File: config.mk
export PLATFORM = sky130hd
export DESIGN_NAME = tlul_gate_flush_ctrl
export DESIGN_NICKNAME = d
export VERILOG_FILES = /design/src/rtl/tlul_flush_ctrl_pkg.sv /design/src/rtl/tlul_gate_flush_ctrl.sv
export SDC_FILE = /design/constraint.sdc
export NUM_CORES = 1
export LEC_CHECK = 0
export CORE_MARGIN = 4
export CORE_UTILIZATION = 50
export DETAILED_ROUTE_END_ITERATION = 7
export MAX_ROUTING_LAYER = met4
export PLACE_DENSITY = 0.79
export SYNTH_ARGS = -nofsm -noshare
export SYNTH_HDL_FRONTEND = slang
export SYNTH_SLANG_ARGS = --single-unit
File: constraint.sdc
create_clock -name clk_i -period 2.4 [get_ports clk_i]
set_input_delay 0.24 -clock clk_i [delete_from_list [all_inputs] [get_ports clk_i]]
set_output_delay 0.24 -clock clk_i [all_outputs]
set_load 0.01 [all_outputs]
File: src/rtl/tlul_flush_ctrl_pkg.sv
// Shared types for the TL-UL gate flush sequencer: sparse FSM encoding and defaults.
package tlul_flush_ctrl_pkg;

    localparam int unsigned TimeoutCyclesDefault = 1024;

    // Pairwise Hamming distance >= 5, so a single upset can never land on another legal state.
    typedef enum logic [8:0] {
        Idle      = 9'b000_000_111,
        Flushing  = 9'b000_111_000,
        Flushed   = 9'b111_000_000,
        Releasing = 9'b011_011_011,
        Timeout   = 9'b101_101_101
    } state_e;

endpackage

File: src/rtl/tlul_gate_flush_ctrl.sv
// Drains a chain of TL-UL life-cycle gates downstream-first and reopens them in reverse,
// with a per-stage ack timeout and a sticky timeout flag.
module tlul_gate_flush_ctrl
    import tlul_flush_ctrl_pkg::*;
#(
    parameter int unsigned NumGates      = 3,
    parameter int unsigned TimeoutCycles = TimeoutCyclesDefault
) (
    input  logic                clk_i,
    input  logic                rst_ni,
    input  logic                flush_start_i,
    input  logic                flush_release_i,
    output logic [NumGates-1:0] flush_req_o,
    input  logic [NumGates-1:0] flush_ack_i,
    input  logic [NumGates-1:0] resp_pending_i,
    output logic                busy_o,
    output logic                flushed_o,
    output logic                pending_o,
    output logic                timeout_o,
    output logic                err_o
);

    localparam int unsigned CntWidth  = (TimeoutCycles > 0) ? $clog2(TimeoutCycles + 1) : 1;
    localparam int unsigned IdxWidth  = (NumGates > 1) ? $clog2(NumGates) : 1;
    localparam bit          TimeoutEn = (TimeoutCycles != 0);
    localparam logic [CntWidth-1:0] TimerLast = CntWidth'(TimeoutCycles - 1);
    localparam logic [IdxWidth-1:0] LastIdx   = IdxWidth'(NumGates - 1);

    state_e                state_q;
    logic [IdxWidth-1:0]   idx_q;
    logic [NumGates-1:0]   req_q;
    logic [CntWidth-1:0]   timer_q;
    logic                  timeout_q;
    logic                  timer_expired;

    function automatic logic [CntWidth-1:0] sat_inc(input logic [CntWidth-1:0] v);
        return (&v) ? v : v + CntWidth'(1);
    endfunction

    assign timer_expired = TimeoutEn && (timer_q == TimerLast);

    always_ff @(posedge clk_i or negedge rst_ni) begin
        if (!rst_ni) begin
            state_q   <= Idle;
            idx_q     <= '0;
            req_q     <= '0;
            timer_q   <= '0;
            timeout_q <= 1'b0;
        end else begin
            case (state_q)
                Idle: begin
                    if (flush_start_i) begin
                        state_q <= Flushing;
                        idx_q   <= '0;
                        req_q   <= NumGates'(1);
                        timer_q <= '0;
                    end
                end
                Flushing: begin
                    // An ack on the current stage beats a timer expiring in the same cycle.
                    if (flush_ack_i[idx_q]) begin
                        timer_q <= '0;
                        if (idx_q == LastIdx) begin
                            state_q <= Flushed;
                        end else begin
                            idx_q                         <= idx_q + IdxWidth'(1);
                            req_q[idx_q + IdxWidth'(1)]   <= 1'b1;
                        end
                    end else if (timer_expired) begin
                        state_q   <= Timeout;
                        timeout_q <= 1'b1;
                        timer_q   <= '0;
                    end else begin
                        timer_q <= sat_inc(timer_q);
                    end
                end
                Flushed: begin
                    if (flush_release_i) begin
                        state_q        <= Releasing;
                        idx_q          <= LastIdx;
                        req_q[LastIdx] <= 1'b0;
                        timer_q        <= '0;
                    end
                end
                Releasing: begin
                    if (!flush_ack_i[idx_q]) begin
                        timer_q <= '0;
                        if (idx_q == '0) begin
                            state_q <= Idle;
                        end else begin
                            idx_q                       <= idx_q - IdxWidth'(1);
                            req_q[idx_q - IdxWidth'(1)] <= 1'b0;
                        end
                    end else if (timer_expired) begin
                        state_q   <= Timeout;
                        timeout_q <= 1'b1;
                        timer_q   <= '0;
                    end else begin
                        timer_q <= sat_inc(timer_q);
                    end
                end
                Timeout: begin
                    // Gates that acked stay blocked until an explicit release reopens everything at once.
                    if (flush_release_i) begin
                        state_q <= Idle;
                        idx_q   <= '0;
                        req_q   <= '0;
                        timer_q <= '0;
                    end
                end
                default: begin
                    state_q   <= Timeout;
                    timeout_q <= 1'b1;
                    timer_q   <= '0;
                end
            endcase
        end
    end

    assign flush_req_o = req_q;
    assign busy_o      = (state_q != Idle);
    assign flushed_o   = (state_q == Flushed);
    assign pending_o   = |(resp_pending_i & req_q);
    assign timeout_o   = timeout_q;
    assign err_o       = !(state_q inside {Idle, Flushing, Flushed, Releasing, Timeout});

endmodule

==> results.toml <==
[placed_design]
pre_cts_slack_ps = 61.6
place_congestion = 0.848
port_buffers = 17
dp_hpwl_mm = 3.37
placed_cells = 286

[synthesis]
synth_async_sr_flop_share = 1.00
yosysWarnings = 0
synth_ff_type = "dfrtp_1"
synth-simple-area-share = 0.282
synth_top_family_by_area = "simple AND/OR/NAND/NOR gates"
yosys.area_share.xor_xnor = 0
seq_area_frac_synth = 0.354
yosysMostFrequentCell = "nand2_1"
synth.avg_cell_area_um2 = 8.68
ys_top_cells_by_count = "nand2_1 (26), dfrtp_1 (23), o21ai_0 (17)"
ys_types = 58
synth_area_leader_cell = "dfrtp_1"
synthCells = 213
synth_top_cell_area_share = 0.311
synth_area_leaders = "dfrtp_1 (31%), nand2_1 (5.3%), ha_1 (4.7%), o21ai_0 (4.6%), dfstp_2 (4.3%)"
synth-seq-cells = 26
netlist_area_um2 = 1850
syn_nets = 230
synth-edff-count = 0
synth_compound_area_frac = 0.241
synthAdderAreaFrac = 0.0474
synth_mux_area_frac = 0.0332

[critical_path]
cp_num_buf_inv = 2
rrSetupSlack_ps = 120
worstRegToRegCells = 8
critical_path.top_delay_family = "simple AND/OR/NAND/NOR gates"
rr_startpoint = "state_q[5]"
cp-end-kind = "primary output"
cpMaxStageDelayCell = "or4_1"
startpoint_type = "flip-flop"
max_stage_delay_ps = 520
r2r_end = "idx_q[1]"
critPathRequiredTime_ps = 2160
criticalPathCategory = "flip-flop to primary output"
cp_max_fo = 3
crit_chain = "or4_1 > or4_4 > and2_4 > nand2b_4 > inv_4 > buf_2"
cp.arrival_ps = 2060

[clock_network]
clkTransAtPathRegs_ps = 100
clock_sinks = 26
h-tree-depth = 1
worstSkewPairLatency_ps = 280
cts-root-buf = "clkbuf_8"
clockBufferDepth = 2
holdBufCountCts = 0
cts_made_buffers = 3
cts_tree = "done"

[cells_and_area]
nets = 265
area_growth_pct = 21.5
drive_gt1_frac = 0.170
multiInputGateArea_um2 = 1120
n_fill_cell = 289
antenna_cells = 0
seqCellArea_um2 = 654
instances_no_fill = 293

[sta]
clock.fmax_mhz = 434
worst_slew_pin_slew_ps = 589
finClkSkew_ps = 3.64
finalSetupViolCount = 0
worst_hold_slack_ps = 318
grt_setup_unrepaired = "no"
fin_crit_sh = 0.960
layout_setup_ws_ps = 96.4
hold_violations = 0
slew_headroom = 0.604
slew_viol_final = 0
fin_crit_ps = 2300
tns_ps = 0

[routing]
viasPerCell = 6.22
wirelength_mm = 4.64
avgRoutedWirePerCell_um = 15.8
dr.pass1.iters = 5
drt_iter0_drc = 152
vias = 1821
route.detailed.drc = 0
postRouteAntennaNets = 0

[pwr]
total_power_mw = 2.38
p_leak_nw = 0.959
power_density_nw_per_um2 = 1060
ir_drop_uv = 905

[global_route]
grt_pass1_vias = 1625
grt_pass1_wl_mm = 7.60
grt_start_max_net_pins = 27
globalRouteOverflowTotal = 0
track_usage = 0.217
antenna_found_initial = 0

[run_status]
outcome = "finished clean"

[floorplanning]
die_w_um = 68.8
ios = 18
die_h_um = 68.8
fp-row-count = 21
dieArea_um2 = 4730
initial_core_util = 0.537
core_um2 = 3440

[job]
maxCapViolations = 0

[hold_path]
hp-class = "input port to asynchronous set/reset pin"
==> worst max-delay path by stage <==
stage,depth (start not counted),end,startpoint,slack (ps)
3_3_place_gp,6,err_o,state_q[5],90
6_report,6,err_o,state_q[5],100
3_5_place_dp,6,err_o,state_q[5],60
2_1_floorplan,8,idx_q[0],state_q[5],190
5_1_grt,7,timer_q[0],state_q[6],8
4_1_cts,6,err_o,state_q[5],10
==> per-layer routing <==
metal / up-vias / routed length, µm / GRT usage
li1: 867 / - / -
met5: - / 0 / -
met4: 0 / 70 / 0.0657
met3: 7 / 338 / 0.0276
met1: 863 / 2120 / 0.305
met2: 84 / 2110 / 0.327
==> registers in the layout, summed over array words and instances, names as in the netlist <==
register / cells
state_q: 9
flush_req_o: 3
timeout_o: 1
timer_q: 11
idx_q: 2
==> final cells by class <==
class,instances,share of cell area
flip-flops and latches,26,0.291
clock inverters,1,0.0134
well taps,46,0.0256
clock buffers,3,0.0184
multi-input cells,173,0.500
repair buffers,36,0.136
inverters,8,0.0145
==> per-stage QoR <==
step,cell area [µm²],util
after global routing,2250,0.652
after global placement,2150,0.625
after detailed placement,2150,0.625
final,2250,0.652
after floorplan,1850,-
after CTS,2220,0.645
==> logic make-up (layout without fill, tap and decap cells) <==
kind of cell    Yosys count  count (layout)
simple gates             94              94
compound gates           66              66
flops                    26              26
buf+inv                  14              48
fa+ha+maj                 7               7
mux                       6               6
==> cells in the final DEF (no fill, tap or decap), types with 3 or more instances in the layout <==
cell type        instances
clkbuf_8                 3
clkdlybuf4s50_1         15
a211oi_1                 3
mux2i_1                  5
nand2b_1                 3
buf_4                   19
o21ai_0                 17
a221o_1                  5
a31oi_1                  4
dfstp_2                  3
ha_1                     7
nor3b_1                  3
nand4_1                  5
nor2_1                  16
a21oi_1                 14
dfrtp_1                 23
nand3_1                 10
nor3_1                   4
and3_1                   6
nand2_1                 26
inv_1                    6
==> power breakdown <==
group / internal (mW) / switching, mW
logic: 0.646 / 0.794
registers: 0.516 / 0.0552
clock network: 0.224 / 0.150
==> repair_timing <==
item,CTS,global route
setup endpoints to repair,2,12
endpoints found under the hold margin,0,0
gates resized for setup,4,2
setup buffers,0,3
pin swaps,0,4
Power figures use the tool's default switching activity.
